==> config.mk <==
export PLATFORM = sky130hd
export DESIGN_NAME = security_response_unit
export DESIGN_NICKNAME = d
export VERILOG_FILES = /design/src/rtl/security_pkg.sv /design/src/rtl/blink_divider.sv /design/src/rtl/security_response_unit.sv
export SDC_FILE = /design/constraint.sdc
export NUM_CORES = 1
export LEC_CHECK = 0
export ABC_CLOCK_PERIOD_IN_PS = 4300
export CORE_MARGIN = 5
export CORE_UTILIZATION = 55
export DETAILED_ROUTE_END_ITERATION = 6
export PLACE_DENSITY_LB_ADDON = 0.1
export RECOVER_POWER = 25
export SLEW_MARGIN = 10
export SYNTH_ARGS = -nofsm -noshare
export SYNTH_HDL_FRONTEND = slang
export SYNTH_SLANG_ARGS = --single-unit
==> constraint.sdc <==
create_clock -name clk -period 4.3 [get_ports clk]
set_input_delay 0.645 -clock clk [delete_from_list [all_inputs] [get_ports clk]]
set_output_delay 0.645 -clock clk [all_outputs]
set_load 0.05 [all_outputs]
==> src/rtl/security_pkg.sv <==
// rtl/security_pkg.sv - shared security level constants and state type
package security_pkg;

    typedef logic [1:0] level_t;

    localparam level_t LVL_NONE  = 2'd0;
    localparam level_t LVL_WARN  = 2'd1;
    localparam level_t LVL_ALERT = 2'd2;
    localparam level_t LVL_LOCK  = 2'd3;

    // Enforced state shares the level encoding so it can be exported directly.
    typedef enum logic [1:0] {
        S_IDLE  = LVL_NONE,
        S_WARN  = LVL_WARN,
        S_ALERT = LVL_ALERT,
        S_LOCK  = LVL_LOCK
    } state_t;

endpackage

==> src/rtl/blink_divider.sv <==
// rtl/blink_divider.sv - square-wave phase generator restartable on state entry
module blink_divider #(
    parameter int unsigned HALF_PERIOD = 2
) (
    input  logic clk,
    input  logic rst_n,
    input  logic clear,
    output logic phase
);

    localparam int unsigned CNT_W = $clog2(HALF_PERIOD) + 1;

    logic [CNT_W-1:0] cnt_q;
    logic             phase_q;

    // A restart begins with the lit half so the new state is visible at once.
    always_ff @(posedge clk or negedge rst_n) begin
        if (!rst_n) begin
            cnt_q   <= '0;
            phase_q <= 1'b0;
        end else if (clear) begin
            cnt_q   <= '0;
            phase_q <= 1'b1;
        end else if (cnt_q == CNT_W'(HALF_PERIOD - 1)) begin
            cnt_q   <= '0;
            phase_q <= ~phase_q;
        end else begin
            cnt_q   <= cnt_q + CNT_W'(1);
        end
    end

    assign phase = phase_q;

endmodule

==> src/rtl/security_response_unit.sv <==
// rtl/security_response_unit.sv - maps security level to LED, buzzer and door lock
module security_response_unit
    import security_pkg::*;
#(
    parameter int unsigned CLOCK_RATE    = 100_000_000,
    parameter int unsigned HOLD_SEC      = 5,
    parameter int unsigned BLINK_SLOW_HZ = 1,
    parameter int unsigned BLINK_FAST_HZ = 4
) (
    input  logic   clk,
    input  logic   rst_n,
    input  level_t security_level,
    input  logic   ack,
    output logic   alarm_led,
    output logic   buzzer,
    output logic   door_lock,
    output level_t active_level
);

    localparam int unsigned HOLD_CYC  = CLOCK_RATE * HOLD_SEC;
    localparam int unsigned HOLD_W    = $clog2(HOLD_CYC) + 1;
    localparam int unsigned SLOW_HALF = CLOCK_RATE / (2 * BLINK_SLOW_HZ);
    localparam int unsigned FAST_HALF = CLOCK_RATE / (2 * BLINK_FAST_HZ);

    state_t            state_q, state_d;
    logic [HOLD_W-1:0] hold_q, hold_d, hold_inc;
    level_t            level_prev_q;
    logic              silenced_q, silenced_d;
    logic              state_entry;
    logic              slow_phase, fast_phase;

    always_comb begin
        state_d    = state_q;
        hold_d     = '0;
        hold_inc   = '0;
        silenced_d = silenced_q;
        if (security_level > level_t'(state_q)) begin
            state_d = state_t'(security_level);
        end else begin
            case (state_q)
                S_WARN, S_ALERT: begin
                    // A new lower value restarts the hold window with this cycle counted.
                    if (security_level < level_t'(state_q)) begin
                        hold_inc = (security_level == level_prev_q) ? hold_q + HOLD_W'(1) : HOLD_W'(1);
                        if (hold_inc == HOLD_W'(HOLD_CYC))
                            state_d = state_t'(security_level);
                        else
                            hold_d = hold_inc;
                    end
                end
                S_LOCK: begin
                    if (ack && security_level != LVL_LOCK)
                        state_d = state_t'(security_level);
                end
                default: ;
            endcase
        end
        state_entry = (state_d != state_q);
        if (state_entry)
            silenced_d = 1'b0;
        else if (state_q == S_ALERT && ack)
            silenced_d = 1'b1;
    end

    always_ff @(posedge clk or negedge rst_n) begin
        if (!rst_n) begin
            state_q      <= S_IDLE;
            hold_q       <= '0;
            level_prev_q <= LVL_NONE;
            silenced_q   <= 1'b0;
        end else begin
            state_q      <= state_d;
            hold_q       <= hold_d;
            level_prev_q <= security_level;
            silenced_q   <= silenced_d;
        end
    end

    blink_divider #(.HALF_PERIOD(SLOW_HALF)) u_slow (
        .clk   (clk),
        .rst_n (rst_n),
        .clear (state_entry),
        .phase (slow_phase)
    );

    blink_divider #(.HALF_PERIOD(FAST_HALF)) u_fast (
        .clk   (clk),
        .rst_n (rst_n),
        .clear (state_entry),
        .phase (fast_phase)
    );

    always_comb begin
        alarm_led = 1'b0;
        buzzer    = 1'b0;
        door_lock = 1'b0;
        case (state_q)
            S_WARN:  alarm_led = slow_phase;
            S_ALERT: begin
                alarm_led = fast_phase;
                buzzer    = fast_phase & ~silenced_q;
            end
            S_LOCK: begin
                alarm_led = 1'b1;
                buzzer    = 1'b1;
                door_lock = 1'b1;
            end
            default: ;
        endcase
    end

    assign active_level = level_t'(state_q);

endmodule

Word level (Yosys, flattened, before mapping)

Cells that the tools add are included.

Register bits after elaboration: 89
Input port bits: 5
Logic and storage cells: 55

$add $sub $neg: 3
Order comparisons: 2
Equal/unequal tests: 9
Muxes and demuxes: 23
Bitwise operators: 4
Reduce and logical (&&, ||, !) cells: 6

Operators with widths:

| operator              | count |
|---|---|
| $mux 30               | 5 |
| $mux 27               | 2 |
| $mux 25               | 2 |
| $add 30x1->30 const B | 1 |
| $eq 30x29->1 const B  | 1 |
| $add 27x1->27 const B | 1 |
| $eq 27x26->1 const B  | 1 |
| $add 25x1->25 const B | 1 |
| $eq 25x24->1 const B  | 1 |
| $mux 2                | 4 |
| $mux 1                | 7 |
| $reduce_bool 2->1     | 3 |
| $eq 2x2->1 const B    | 2 |
| $pmux 2 s2            | 1 |
| $not 1->1             | 3 |
| $pmux 1 s3            | 1 |
| $eq 2x1->1 const B    | 1 |
| $eq 2x2->1            | 1 |
| $gt 2x2->1            | 1 |
| $logic_and 1x1->1     | 2 |
| $lt 2x2->1            | 1 |
| $ne 2x2->1            | 1 |
| $ne 2x2->1 const B    | 1 |
| $pmux 1 s2            | 1 |
| other kinds (2)       | 2 |

Depth between registers and ports, before layout

Depth in word-level cells: 9
Mapped depth: 11

Modules after synthesis

From an unflattened synthesis, not the netlist that was laid out.

Cells, all modules: 555
Area, all modules: 5,270.1 um^2

Modules (own cells, without submodules):

| module                 | times used | cells each | area an instance (um^2) | seq. area each (um^2) |
|---|---|---|---|---|
| security_response_unit | 1          | 261        | 2,393.5                 | 875.8 |
| blink_divider (u_slow) | 1          | 152        | 1,447.6                 | 700.7 |
| blink_divider (u_fast) | 1          | 142        | 1,428.9                 | 650.6 |

Worst setup path before layout

No wires, ideal clock.

Path type: flip-flop to flip-flop
Start: register state_q[1] (netlist: active_level[1])
End: register u_fast.cnt_q[19]
Library setup time: 0.146 ns
Data arrival time: 3.036 ns
Required time: 4.154 ns
Slack: 1.118 ns
Stages on the path, launching flop included: 12
Buffers on the path: 1
Period minus slack after synthesis: 3.182 ns
Path through: dfrtp_1 inv_1 ha_1 nor2b_1 o21ai_1 nand2b_1 o221ai_1 o31ai_1 a311o_1 mux2i_4 buf_6 nor4_2

Word-level cells in the longest chain between the ends: 6

Ends and longest elaborated chain:

| element                                          | RTL line                                                   | text |
|---|---|---|
| start, declared                                  | security_response_unit.sv:25                               | `state_t state_q, state_d;` |
| start signal, assigned                           | security_response_unit.sv:72                               | `state_q <= state_d;` |
| $lt 2x2->1 (tied with other cells)               | security_response_unit.sv:43                               | `if (security_level < level_t'(state_q)) begin` |
| $mux 2 / $reduce_or 2->1 (equally long branches) | security_response_unit.sv:43, security_response_unit.sv:40 |  |
| $pmux 2 s2                                       | security_response_unit.sv:40                               | `case (state_q)` |
| $mux 2                                           | security_response_unit.sv:37                               | `if (security_level > level_t'(state_q)) begin` |
| $ne 2x2->1 (*)                                   | security_response_unit.sv:58                               | `state_entry = (state_d != state_q);` |
| $mux 25 (*)                                      | blink_divider.sv:21                                        | `end else if (clear) begin` |
| end signal, assigned                             | blink_divider.sv:28                                        | `cnt_q <= cnt_q + CNT_W'(1);` |
| end, declared                                    | blink_divider.sv:13                                        | `logic [CNT_W-1:0] cnt_q;` |

Every way passes the cells marked *; elsewhere a longest branch is shown, timed or not.
A chain may end at the register's enable or synchronous reset.

Final worst setup path

Start: input security_level[1]
End: register u_fast.phase_q (netlist: u_fast.phase)

Word-level cells in the longest chain between the ends: 9

Ends and longest elaborated chain:

| element                                            | RTL line                     | text |
|---|---|---|
| start, declared                                    | security_response_unit.sv:12 | `input level_t security_level,` |
| $eq 2x2->1                                         | security_response_unit.sv:44 | `hold_inc = (security_level == level_prev_q) ? hold_q + HOLD_W'(1) : HOLD_W'(1);` |
| $mux 30                                            | security_response_unit.sv:44 |  |
| $eq 30x29->1                                       | security_response_unit.sv:45 | `if (hold_inc == HOLD_W'(HOLD_CYC))` |
| $mux 2                                             | security_response_unit.sv:45 |  |
| $mux 2                                             | security_response_unit.sv:43 |  |
| $pmux 2 s2                                         | security_response_unit.sv:40 |  |
| $mux 2 (*)                                         | security_response_unit.sv:37 |  |
| $ne 2x2->1 (*)                                     | security_response_unit.sv:58 |  |
| $mux 1 / $reduce_bool 2->1 (equally long branches) | --                           |  |
| end signal, assigned                               | blink_divider.sv:26          | `phase_q <= ~phase_q;` |
| end, declared                                      | blink_divider.sv:14          | `logic phase_q;` |

Marked as above.

==> flow_summary.yaml <==
power_and_ir_drop:
  power.leakage_nw: 2.24
  irDropWorstVdd_mv: 0.227
  power_density_mw_per_mm2: 442
worst_setup_path:
  crit_family: "compound AO/OA/AOI/OAI gates"
  path_cells: "clkdlybuf4s50_1 > ha_1 > nor2b_1 > o21ai_1 > o211ai_1 > o21ai_0 > and2_1 > o22a_1 > mux2i_4 > buf_4 > or3_1"
  path_max_fanout: 14
  worstPathArrival_ps: 3760
  cpPeakStageDelay_ps: 660
  critPathBufInv: 2
  worstPathRequired_ps: 4530
  start_kind: "input pin"
  slowest_stage: "clkdlybuf4s50_1"
  crit_path_end_kind: "flip-flop"
  crit_type: "in2reg"
clock_tree:
  htreeDepth: 3
  cts_root_buf: "clkbuf_8"
  cts.sinks: 89
  cts_buffers: 9
  hold_buffers: 0
  insertion_delay_ps: 350
  cts_resized: 0
  cts_setup_buffers: 0
  cts.clk_slew.worst_paths_ps: 80
  clk_path_buf_depth: 2
  cts_tree: "done"
floorplan:
  die-area_mm2: 0.0117
  core_area_mm2: 0.00928
  dieHeight_um: 108
  die_width_um: 108
  ioPinCount: 10
  fp-row-count: 35
  start_util_pct: 56.8
grt:
  gr-usage-all-layers_pct: 19.8
  grt_pass1_wl_um: 18800
  grt_pass1_vias: 3930
  grt_remaining_overflow: 0
  antenna_found_initial: 0
  grt_max_degree: 61
timing:
  slew_headroom_pct: -109
  clock_skew_ps: 9.45
  period_share_pct: 82.0
  fin_setup_tns_ps: 0
  finalWorstSetupSlack_ps: 775
  hold_viol_final: 0
  rsz0062_at_grt: "no"
  setup_violations: 0
  fin_crit_ps: 3520
  tightest_slew_ps: 3130
  clock.fmax_mhz: 284
  slew_viol_final: 61
placement:
  place_inst: 667
  dp_hpwl_um: 7280
  port-buffer-count: 9
  dp_slack_ps: 441
  routabilityCongestion: 0.899
drt:
  top_layer_used: "met4"
  dr_wl_met3_um: 289
  wl_met2_um: 4960
  detail_route.first_pass.iterations: 5
  routedWlPerCell_um: 15.5
  viasPerCell: 5.82
  num_vias: 3972
  drc: 0
  drt_iter0_drc: 142
  wirelength_um: 10600
  drt-met1-wl_um: 5130
  drtAntennaViolNets: 0
yosys:
  avgSynthCellArea_um2: 9.72
  syn_inst: 543
  ys.flop_type: "dfrtp_1"
  ys_seq_elements: 89
  netlist_area_mm2: 0.00528
  ys_types: 58
  async_flop_share_pct: 100
  synth_fp_nets: 557
  synth_edf_count: 0
  ys.warnings.count: 0
  ys_seq_area_share_pct: 42.2
hold_path:
  hold_path_class: "reg2reg"
job:
  drv_cap: 1
outcome:
  outcome: "finished, violations left"
  violations: "capacitance limit, slew limit"
finish:
  areaGrowthSynthToFinish_pct: 7.30
  final-instance-count-excl-fill: 682
  drive_above_1_share_pct: 10.7
  diodes: 0
  final_nets: 563
## per-layer routing
metal  GRT usage, %  up-vias
met5              0        -
met4           6.31        0
met3           3.28       16
met2           32.1       51
met1           27.1     1935
li1               -     1970
## final timing paths
path / from / slack [ps] / depth (start not counted) / end
min in group asynchronous: rst_n / 1310 / 1 / hold_q[14]
max: security_level[1] / 780 / 11 / u_fast.phase
max in group asynchronous: rst_n / 1200 / 1 / u_fast.cnt_q[8]
max reg2reg: hold_q[0] / 920 / 9 / hold_q[3]
min: u_fast.cnt_q[0] / 510 / 1 / u_fast.cnt_q[0]
min reg2reg: u_fast.cnt_q[0] / 510 / 1 / u_fast.cnt_q[0]
## state kept, by name, summed over array words and instances (netlist names)
| register | cells |
|---|---|
| silenced_q | 1 |
| u_slow.cnt_q | 27 |
| level_prev_q | 2 |
| u_fast.cnt_q | 25 |
| u_slow.phase | 1 |
| active_level | 2 |
| hold_q | 30 |
| u_fast.phase | 1 |
## synth_stat cells (3+ instances only)
cell	number	share of area (%)
or3_1	4	0.47
inv_1	12	0.85
and3_1	12	1.4
xnor2_1	32	5.3
clkbuf_1	10	0.71
nand4_1	21	2.5
nor4_2	9	2.1
o221ai_1	4	0.66
nor2b_1	5	0.59
nor3_2	14	2.7
dfrtp_1	89	42
nand2b_1	3	0.36
nand3_1	35	3.3
a31oi_1	8	0.95
o21ai_0	3	0.28
xor2_1	49	8.1
nor3_1	25	2.4
nor3b_1	3	0.43
nand2_1	47	3.3
a21oi_1	8	0.76
and4_1	8	1.3
buf_6	5	1.1
nor4_1	26	3.1
nor2_1	50	3.6
buf_2	3	0.28
nor4b_1	3	0.50
and2_1	7	0.83
ha_1	9	2.1
## cell type report
type	instances	area (um^2)
clock inverters	4	45.0
inverters	12	45.0
flip-flops and latches	89	2230
fillers	808	3620
multi-input cells	422	2900
repair buffers	15	154
clock buffers	11	131
well taps	129	161
## worst reg2reg max path: stages, from the launching register on
cell	delay (ps)
dfrtp_1	470
ha_1	270
nand2_1	130
nor3_2	520
nand4_1	220
xor2_1	240
nor3b_1	360
nand4_4	190
or2b_1	710
nor2_1	140
## cell usage in the layout (no fill, tap or decap), types with 12 or more instances in the layout
master	instances
and3_1	12
xor2_1	49
nor2_1	49
nand4_1	21
dfrtp_1	89
nand3_1	35
xnor2_1	32
nand2_1	47
nor4_1	26
nor3_2	16
inv_1	12
nor3_1	23
## through the flow
| step | total power, mW | hold slack [ps] | util (%) | cell area (um^2) |
|---|---|---|---|---|
| 2_1_floorplan | 1.74 | 349 | - | 5280 |
| 3_3_place_gp | 1.97 | 498 | 59.1 | 5490 |
| 3_5_place_dp | 1.98 | 499 | 59.1 | 5490 |
| 4_1_cts | 2.52 | 374 | 61.0 | 5670 |
| 5_1_grt | 2.66 | 527 | 61.0 | 5660 |
| 6_report | 2.51 | 510 | 61.0 | 5660 |
## logic make-up after synthesis
| family | Yosys count | share of synthesized area [%] |
|---|---|---|
| buffers and inverters | 32 | 3.20 |
| adders and majority gates | 9 | 2.13 |
| muxes | 2 | 0.616 |
| xor gates and xnor gates | 81 | 13.4 |
| AOI/OAI and AO/OA | 41 | 5.33 |
| DFF | 89 | 42.2 |
| and+or+nand+nor | 289 | 33.1 |
## where the power goes
part	total (mW)	switching (mW)	leakage, nW	internal [mW]
Clock	0.539	0.276	0.0929	0.263
Sequential	0.948	0.0646	1.22	0.883
Combinational	1.02	0.700	0.923	0.318
(Power assumes the default switching activity.)
